## src/rtl/jam_cost_server.sv

```systemverilog
// jam_cost_server: 8x8 worker/job cost table for the JAM engine, with read coverage and result latch.
// Optional feature macro COST_PARITY_EN: per-entry even-parity bit and sticky PERR flag.
module jam_cost_server (
    input  logic       CLK,
    input  logic       RST,
    input  logic       CLR,
    input  logic       LD_VALID,
    input  logic [6:0] LD_DATA,
    output logic       LD_READY,
    input  logic [2:0] W,
    input  logic [2:0] J,
    output logic [6:0] Cost,
    input  logic       Valid,
    input  logic [9:0] MinCost,
    input  logic [3:0] MatchCount,
    output logic [9:0] RES_MIN,
    output logic [3:0] RES_CNT,
    output logic [6:0] RD_COUNT,
    output logic       ALL_READ,
    output logic       DONE,
    output logic       PERR
);

    typedef enum logic [1:0] {StLoad, StServe, StDone} state_e;

`ifdef COST_PARITY_EN
    localparam int unsigned EntryW = 8;
`else
    localparam int unsigned EntryW = 7;
`endif

    // Table storage is intentionally not reset; a fresh load always rewrites all 64 entries.
    logic [EntryW-1:0] cost_mem [64];

    state_e      state_q, state_d;
    logic [5:0]  addr_q, addr_d;
    logic [63:0] seen_q, seen_d;
    logic [6:0]  rd_count_q, rd_count_d;
    logic [6:0]  cost_q, cost_d;
    logic [9:0]  res_min_q, res_min_d;
    logic [3:0]  res_cnt_q, res_cnt_d;
    logic        done_q, done_d;
    logic        mem_we;
    logic [5:0]  rd_idx;
    logic [EntryW-1:0] rd_entry;
    logic [EntryW-1:0] wr_entry;

`ifdef COST_PARITY_EN
    logic perr_q, perr_d;
    assign wr_entry = {^LD_DATA, LD_DATA};
`else
    assign wr_entry = LD_DATA;
`endif

    assign rd_idx   = {W, J};
    assign rd_entry = cost_mem[rd_idx];

    always_comb begin
        state_d    = state_q;
        addr_d     = addr_q;
        seen_d     = seen_q;
        rd_count_d = rd_count_q;
        cost_d     = cost_q;
        res_min_d  = res_min_q;
        res_cnt_d  = res_cnt_q;
        done_d     = done_q;
        mem_we     = 1'b0;
`ifdef COST_PARITY_EN
        perr_d     = perr_q;
`endif
        if (CLR) begin
            // Restart wins over any load beat or result strobe in the same cycle.
            state_d    = StLoad;
            addr_d     = '0;
            seen_d     = '0;
            rd_count_d = '0;
            cost_d     = '0;
            done_d     = 1'b0;
`ifdef COST_PARITY_EN
            perr_d     = 1'b0;
`endif
        end else begin
            unique case (state_q)
                StLoad: begin
                    cost_d = '0;
                    if (LD_VALID) begin
                        mem_we = 1'b1;
                        if (addr_q == 6'd63) begin
                            addr_d  = '0;
                            state_d = StServe;
                        end else begin
                            addr_d = addr_q + 6'd1;
                        end
                    end
                end
                StServe: begin
                    cost_d         = rd_entry[6:0];
                    seen_d[rd_idx] = 1'b1;
                    if (!seen_q[rd_idx] && (rd_count_q != 7'd64)) begin
                        rd_count_d = rd_count_q + 7'd1;
                    end
`ifdef COST_PARITY_EN
                    if (^rd_entry) begin
                        perr_d = 1'b1;
                    end
`endif
                    if (Valid) begin
                        res_min_d = MinCost;
                        res_cnt_d = MatchCount;
                        done_d    = 1'b1;
                        state_d   = StDone;
                    end
                end
                StDone: begin
                end
                default: state_d = StLoad;
            endcase
        end
    end

    always_ff @(posedge CLK or negedge RST) begin
        if (!RST) begin
            state_q    <= StLoad;
            addr_q     <= '0;
            seen_q     <= '0;
            rd_count_q <= '0;
            cost_q     <= '0;
            res_min_q  <= '0;
            res_cnt_q  <= '0;
            done_q     <= 1'b0;
        end else begin
            state_q    <= state_d;
            addr_q     <= addr_d;
            seen_q     <= seen_d;
            rd_count_q <= rd_count_d;
            cost_q     <= cost_d;
            res_min_q  <= res_min_d;
            res_cnt_q  <= res_cnt_d;
            done_q     <= done_d;
        end
    end

    // Gate writes with RST so beats presented while reset is held never land in the table.
    always_ff @(posedge CLK) begin
        if (RST && mem_we) begin
            cost_mem[addr_q] <= wr_entry;
        end
    end

`ifdef COST_PARITY_EN
    always_ff @(posedge CLK or negedge RST) begin
        if (!RST) begin
            perr_q <= 1'b0;
        end else begin
            perr_q <= perr_d;
        end
    end
    assign PERR = perr_q;
`else
    assign PERR = 1'b0;
`endif

    assign LD_READY = (state_q == StLoad);
    assign Cost     = cost_q;
    assign RES_MIN  = res_min_q;
    assign RES_CNT  = res_cnt_q;
    assign RD_COUNT = rd_count_q;
    assign ALL_READ = (rd_count_q == 7'd64);
    assign DONE     = done_q;

endmodule

```

## config.mk

```make
export PLATFORM = sky130hd
export DESIGN_NAME = jam_cost_server
export DESIGN_NICKNAME = d
export VERILOG_FILES = /design/src/rtl/jam_cost_server.sv
export SDC_FILE = /design/constraint.sdc
export NUM_CORES = 1
export LEC_CHECK = 0
export ABC_AREA = 1
export CORE_MARGIN = 2
export CORE_UTILIZATION = 55
export DETAILED_ROUTE_END_ITERATION = 10
export HOLD_SLACK_MARGIN = 0.03
export PLACE_DENSITY = 0.77
export SLEW_MARGIN = 10
export SYNTH_ARGS = -nofsm -noshare
export SYNTH_HDL_FRONTEND = slang
export SYNTH_SLANG_ARGS = --single-unit
```

## constraint.sdc

```tcl
create_clock -name CLK -period 1.9 [get_ports CLK]
set_input_delay 0.285 -clock CLK [delete_from_list [all_inputs] [get_ports CLK]]
set_output_delay 0.285 -clock CLK [all_outputs]
set_load 0.05 [all_outputs]
```

==> impl_metrics.ini <==
[flow_run]
max_cap_violations = 0

[route]
detail_route.iter0.violations = 2593
wl_mm = 66.9
vias_after_detailed_routing = 17193
routed_wl_per_cell_um = 23.5
antenna_violating_nets_post_route = 0
dr.pass1.iters = 6
drt-vias-per-instance = 6.05
drcViolationCount = 0

[grt]
gr-usage-all-layers = 0.312
grt_first_pass_wirelength_mm = 98.5
antenna_found_initial = 1
grt_start_max_net_pins = 102
via_count_of_the_first_global_routing_pass = 16991
grt-ovfl-total = 0

[floorplanning]
die_width_um = 207
fp.dieH_um = 207
floorplan.die_area_um2 = 42700
boundaryPins = 64
initial_core_util = 0.556
num_rows = 74
fp.coreArea_um2 = 40600

[synth]
ys_seq_area_frac = 0.707
yosys.cell_count.top_type = sky130_fd_sc_hd__nand2_1
synth_top_area_cell = sky130_fd_sc_hd__edfxtp_1
netlist_top_cells_count = sky130_fd_sc_hd__nand2_1, sky130_fd_sc_hd__edfxtp_1, sky130_fd_sc_hd__nor2_1
postSynth.topFlopCell = sky130_fd_sc_hd__edfxtp_1
synthesis.nets = 2020
yosys.cell_types.count = 40
ys_top_cells_by_area = sky130_fd_sc_hd__edfxtp_1, sky130_fd_sc_hd__dfrtp_1, sky130_fd_sc_hd__nand2_1
ys_ff_latch = 549
synth_warnings = 0
async_flop_share = 0.184
synth_top_area_share = 0.595
mappedNetlistArea_um2 = 22600
syn_area_per_cell_um2 = 11.4
count_of_flip_flops_with_a_built_in_enable_after_synthesis = 448
synth_cells = 1985

[worst_setup_path]
setup.reg_to_reg.worst_slack_ns = -0.15
crit_required_ns = 1.62
r2r_start = state_q[0]
timing.critical_path.arrival_ns = 1.80
worst_r2r_endpoint = cost_mem[59][6]
crit_path_end_kind = primary output
critical_path_class = reg2out
critPathLaunchType = flop
critPathMaxFanout = 3
setup.worst_path.start = RD_COUNT[0]
reg2reg_depth = 9

[place]
buffer_ports.inserted = 62
post_dp_cell_area_um2 = 25700
dp_hpwl_mm = 41.8
place_congestion = 0.952
placement.setup.worst_slack_ns = -0.678

[timing]
final-hold-violation-count = 0
tightest_slew_ns = 0.878
final_period_minus_worst_setup_slack_ns = 2.09
achievable-frequency_mhz = 479
hold-worst-slack_ns = 0.101
timing.final.max_slew_violations = 0
fin_ws_ns = -0.190
setup_viol = 436
final.period_utilization = 1.10
grt_setup_unrepaired = yes
max-slew-margin-rel = 0.414
fin_skew_ns = 0.0243

[power_and_ir_drop]
p_leak_nw = 10.9
max-vdd-ir-drop_mv = 0.723
p_per_area_nw_per_um2 = 893

[clock_network]
clock_tree.htree_level_count = 2
ctsRootBufferMaster = sky130_fd_sc_hd__clkbuf_16
clkSlewWorstSetupHoldPaths_ns = 0.06
tritoncts_buffer_count = 53
cts_tree = built
insertion_delay_to_the_later_sink_of_the_worst_skew_pair_ns = 0.61
cts_buffer_depth = 3
clock_sinks = 549

[layout]
finish.instance_area_um2 = 28500
filler_cell_count = 2522
areaGrowthSynthToFinish_pct = 26.2
fin_nets = 2303
post_route_cells_drive_above_1_share = 0.210
antenna_cells = 0

[min_path]
worst_hold_path_stage_count = 1
worst_hold_path.endpoint = cost_mem[14][4]
holdCritPathClass = in2reg
hold_start = LD_DATA[4]

[status]
violations = negative setup slack
run_status = complete, but fails checks
[area by class of cell]
cell class | count | area (um2) | share of cell area
clock inverters | 27 | 314 | 0.0110
inverters | 109 | 412 | 0.0144
clock buffers | 69 | 1450 | 0.0508
multi-input cells | 1240 | 6400 | 0.225
flip-flops and latches | 549 | 16000 | 0.560
well taps | 532 | 666 | 0.0233
repair buffers | 315 | 3300 | 0.116
[layout by cell type (no fill, tap or decap), types with 3 or more instances in the layout]
cell type	n
sky130_fd_sc_hd__nor2_4	75
sky130_fd_sc_hd__dlygate4sd2_1	26
sky130_fd_sc_hd__clkdlybuf4s50_1	20
sky130_fd_sc_hd__a21oi_1	92
sky130_fd_sc_hd__dfrtp_1	101
sky130_fd_sc_hd__o21ai_1	25
sky130_fd_sc_hd__o211ai_1	11
sky130_fd_sc_hd__nand3_1	61
sky130_fd_sc_hd__clkinv_1	9
sky130_fd_sc_hd__inv_1	98
sky130_fd_sc_hd__nand3_4	6
sky130_fd_sc_hd__nand2_2	5
sky130_fd_sc_hd__nand2_1	616
sky130_fd_sc_hd__nor3_4	8
sky130_fd_sc_hd__mux2_2	14
sky130_fd_sc_hd__or2_2	7
sky130_fd_sc_hd__a22oi_1	26
sky130_fd_sc_hd__o32ai_1	3
sky130_fd_sc_hd__nand3b_1	7
sky130_fd_sc_hd__o21ai_0	121
sky130_fd_sc_hd__nand2_4	4
sky130_fd_sc_hd__clkinv_2	6
sky130_fd_sc_hd__nand4_1	18
sky130_fd_sc_hd__clkbuf_1	11
sky130_fd_sc_hd__clkinvlp_4	3
sky130_fd_sc_hd__buf_4	145
sky130_fd_sc_hd__buf_12	45
sky130_fd_sc_hd__nor2_2	3
sky130_fd_sc_hd__o22ai_1	39
sky130_fd_sc_hd__bufinv_16	7
sky130_fd_sc_hd__buf_6	74
sky130_fd_sc_hd__nor3_1	4
sky130_fd_sc_hd__inv_2	10
sky130_fd_sc_hd__nor2_1	77
sky130_fd_sc_hd__edfxtp_1	448
sky130_fd_sc_hd__clkbuf_8	4
sky130_fd_sc_hd__clkbuf_16	54
[critical path: stages, from the launching register on]
cell                      delay (ns)
sky130_fd_sc_hd__dfrtp_1        0.41
sky130_fd_sc_hd__inv_2          0.12
sky130_fd_sc_hd__ha_4           0.14
sky130_fd_sc_hd__nand3_2        0.07
sky130_fd_sc_hd__or2_4          0.27
sky130_fd_sc_hd__inv_2          0.07
sky130_fd_sc_hd__buf_12         0.13
[worst max-delay path by stage]
stage,cells past startpoint,end
2_1_floorplan,7,cost_mem[11][0]
3_3_place_gp,11,cost_mem[53][3]
3_5_place_dp,11,cost_mem[17][6]
4_1_cts,6,ALL_READ
5_1_grt,6,ALL_READ
6_report,6,ALL_READ
[metal layers]
layer,track usage,share of wire,routed length (um),vias to the layer above
met4,0.143,0.043,2880,2
met1,0.409,0.36,24000,8262
met2,0.504,0.48,32000,1279
li1,-,-,-,7417
met5,0,0.00018,12,-
met3,0.0667,0.12,8060,233
[sequential cells by signal, indices dropped and copies added (netlist names)]
register	count
cost_mem	448
seen_q	64
RES_MIN	10
Cost	7
RD_COUNT	7
addr_q	6
RES_CNT	4
state_q	2
DONE	1
[power breakdown]
group	total [W]	switching (W)	internal (W)
Combinational	0.00163	0.00110	0.000529
Sequential	0.0130	0.0000106	0.0130
Clock	0.0108	0.00448	0.00630
Total	0.0255	0.00559	0.0199
[kinds of logic (layout without fill, tap and decap cells)]
kind of cell / count (synthesis) / after routing / share of synthesized area
AOI/OAI and AO/OA: 323 / 323 / 0.0791
xor gates and xnor gates: 2 / 2 / 0.000775
adders and majority gates: 3 / 3 / 0.00166
buffers and inverters: 196 / 520 / 0.0389
DFF: 549 / 549 / 0.707
muxes: 14 / 14 / 0.00698
other: 1 / 1 / 0.000166
and+or+nand+nor: 897 / 897 / 0.165
[timing repair]
item / CTS / global route
gates cloned: 0 / 0
hold endpoints to repair: 101 / 0
hold buffers: 1 / 0
buffers inserted: 4 / 6
endpoints found under the setup margin: 478 / 479
pin swaps: 8 / 8
resized for setup: 193 / 110
[per-stage QoR]
step	setup TNS [ns]	instances	util	power, W
final	-31.07	2841	0.702	0.0255
after global routing	-58.30	2841	0.702	0.0261
after CTS	-9.47	2835	0.690	0.0254
after detailed placement	-263.71	2735	0.632	0.0148
after global placement	-247.14	2735	0.632	0.0148
after floorplan	-106.33	1985	-	0.0139
Note: power is estimated with default switching activity, not from simulation.
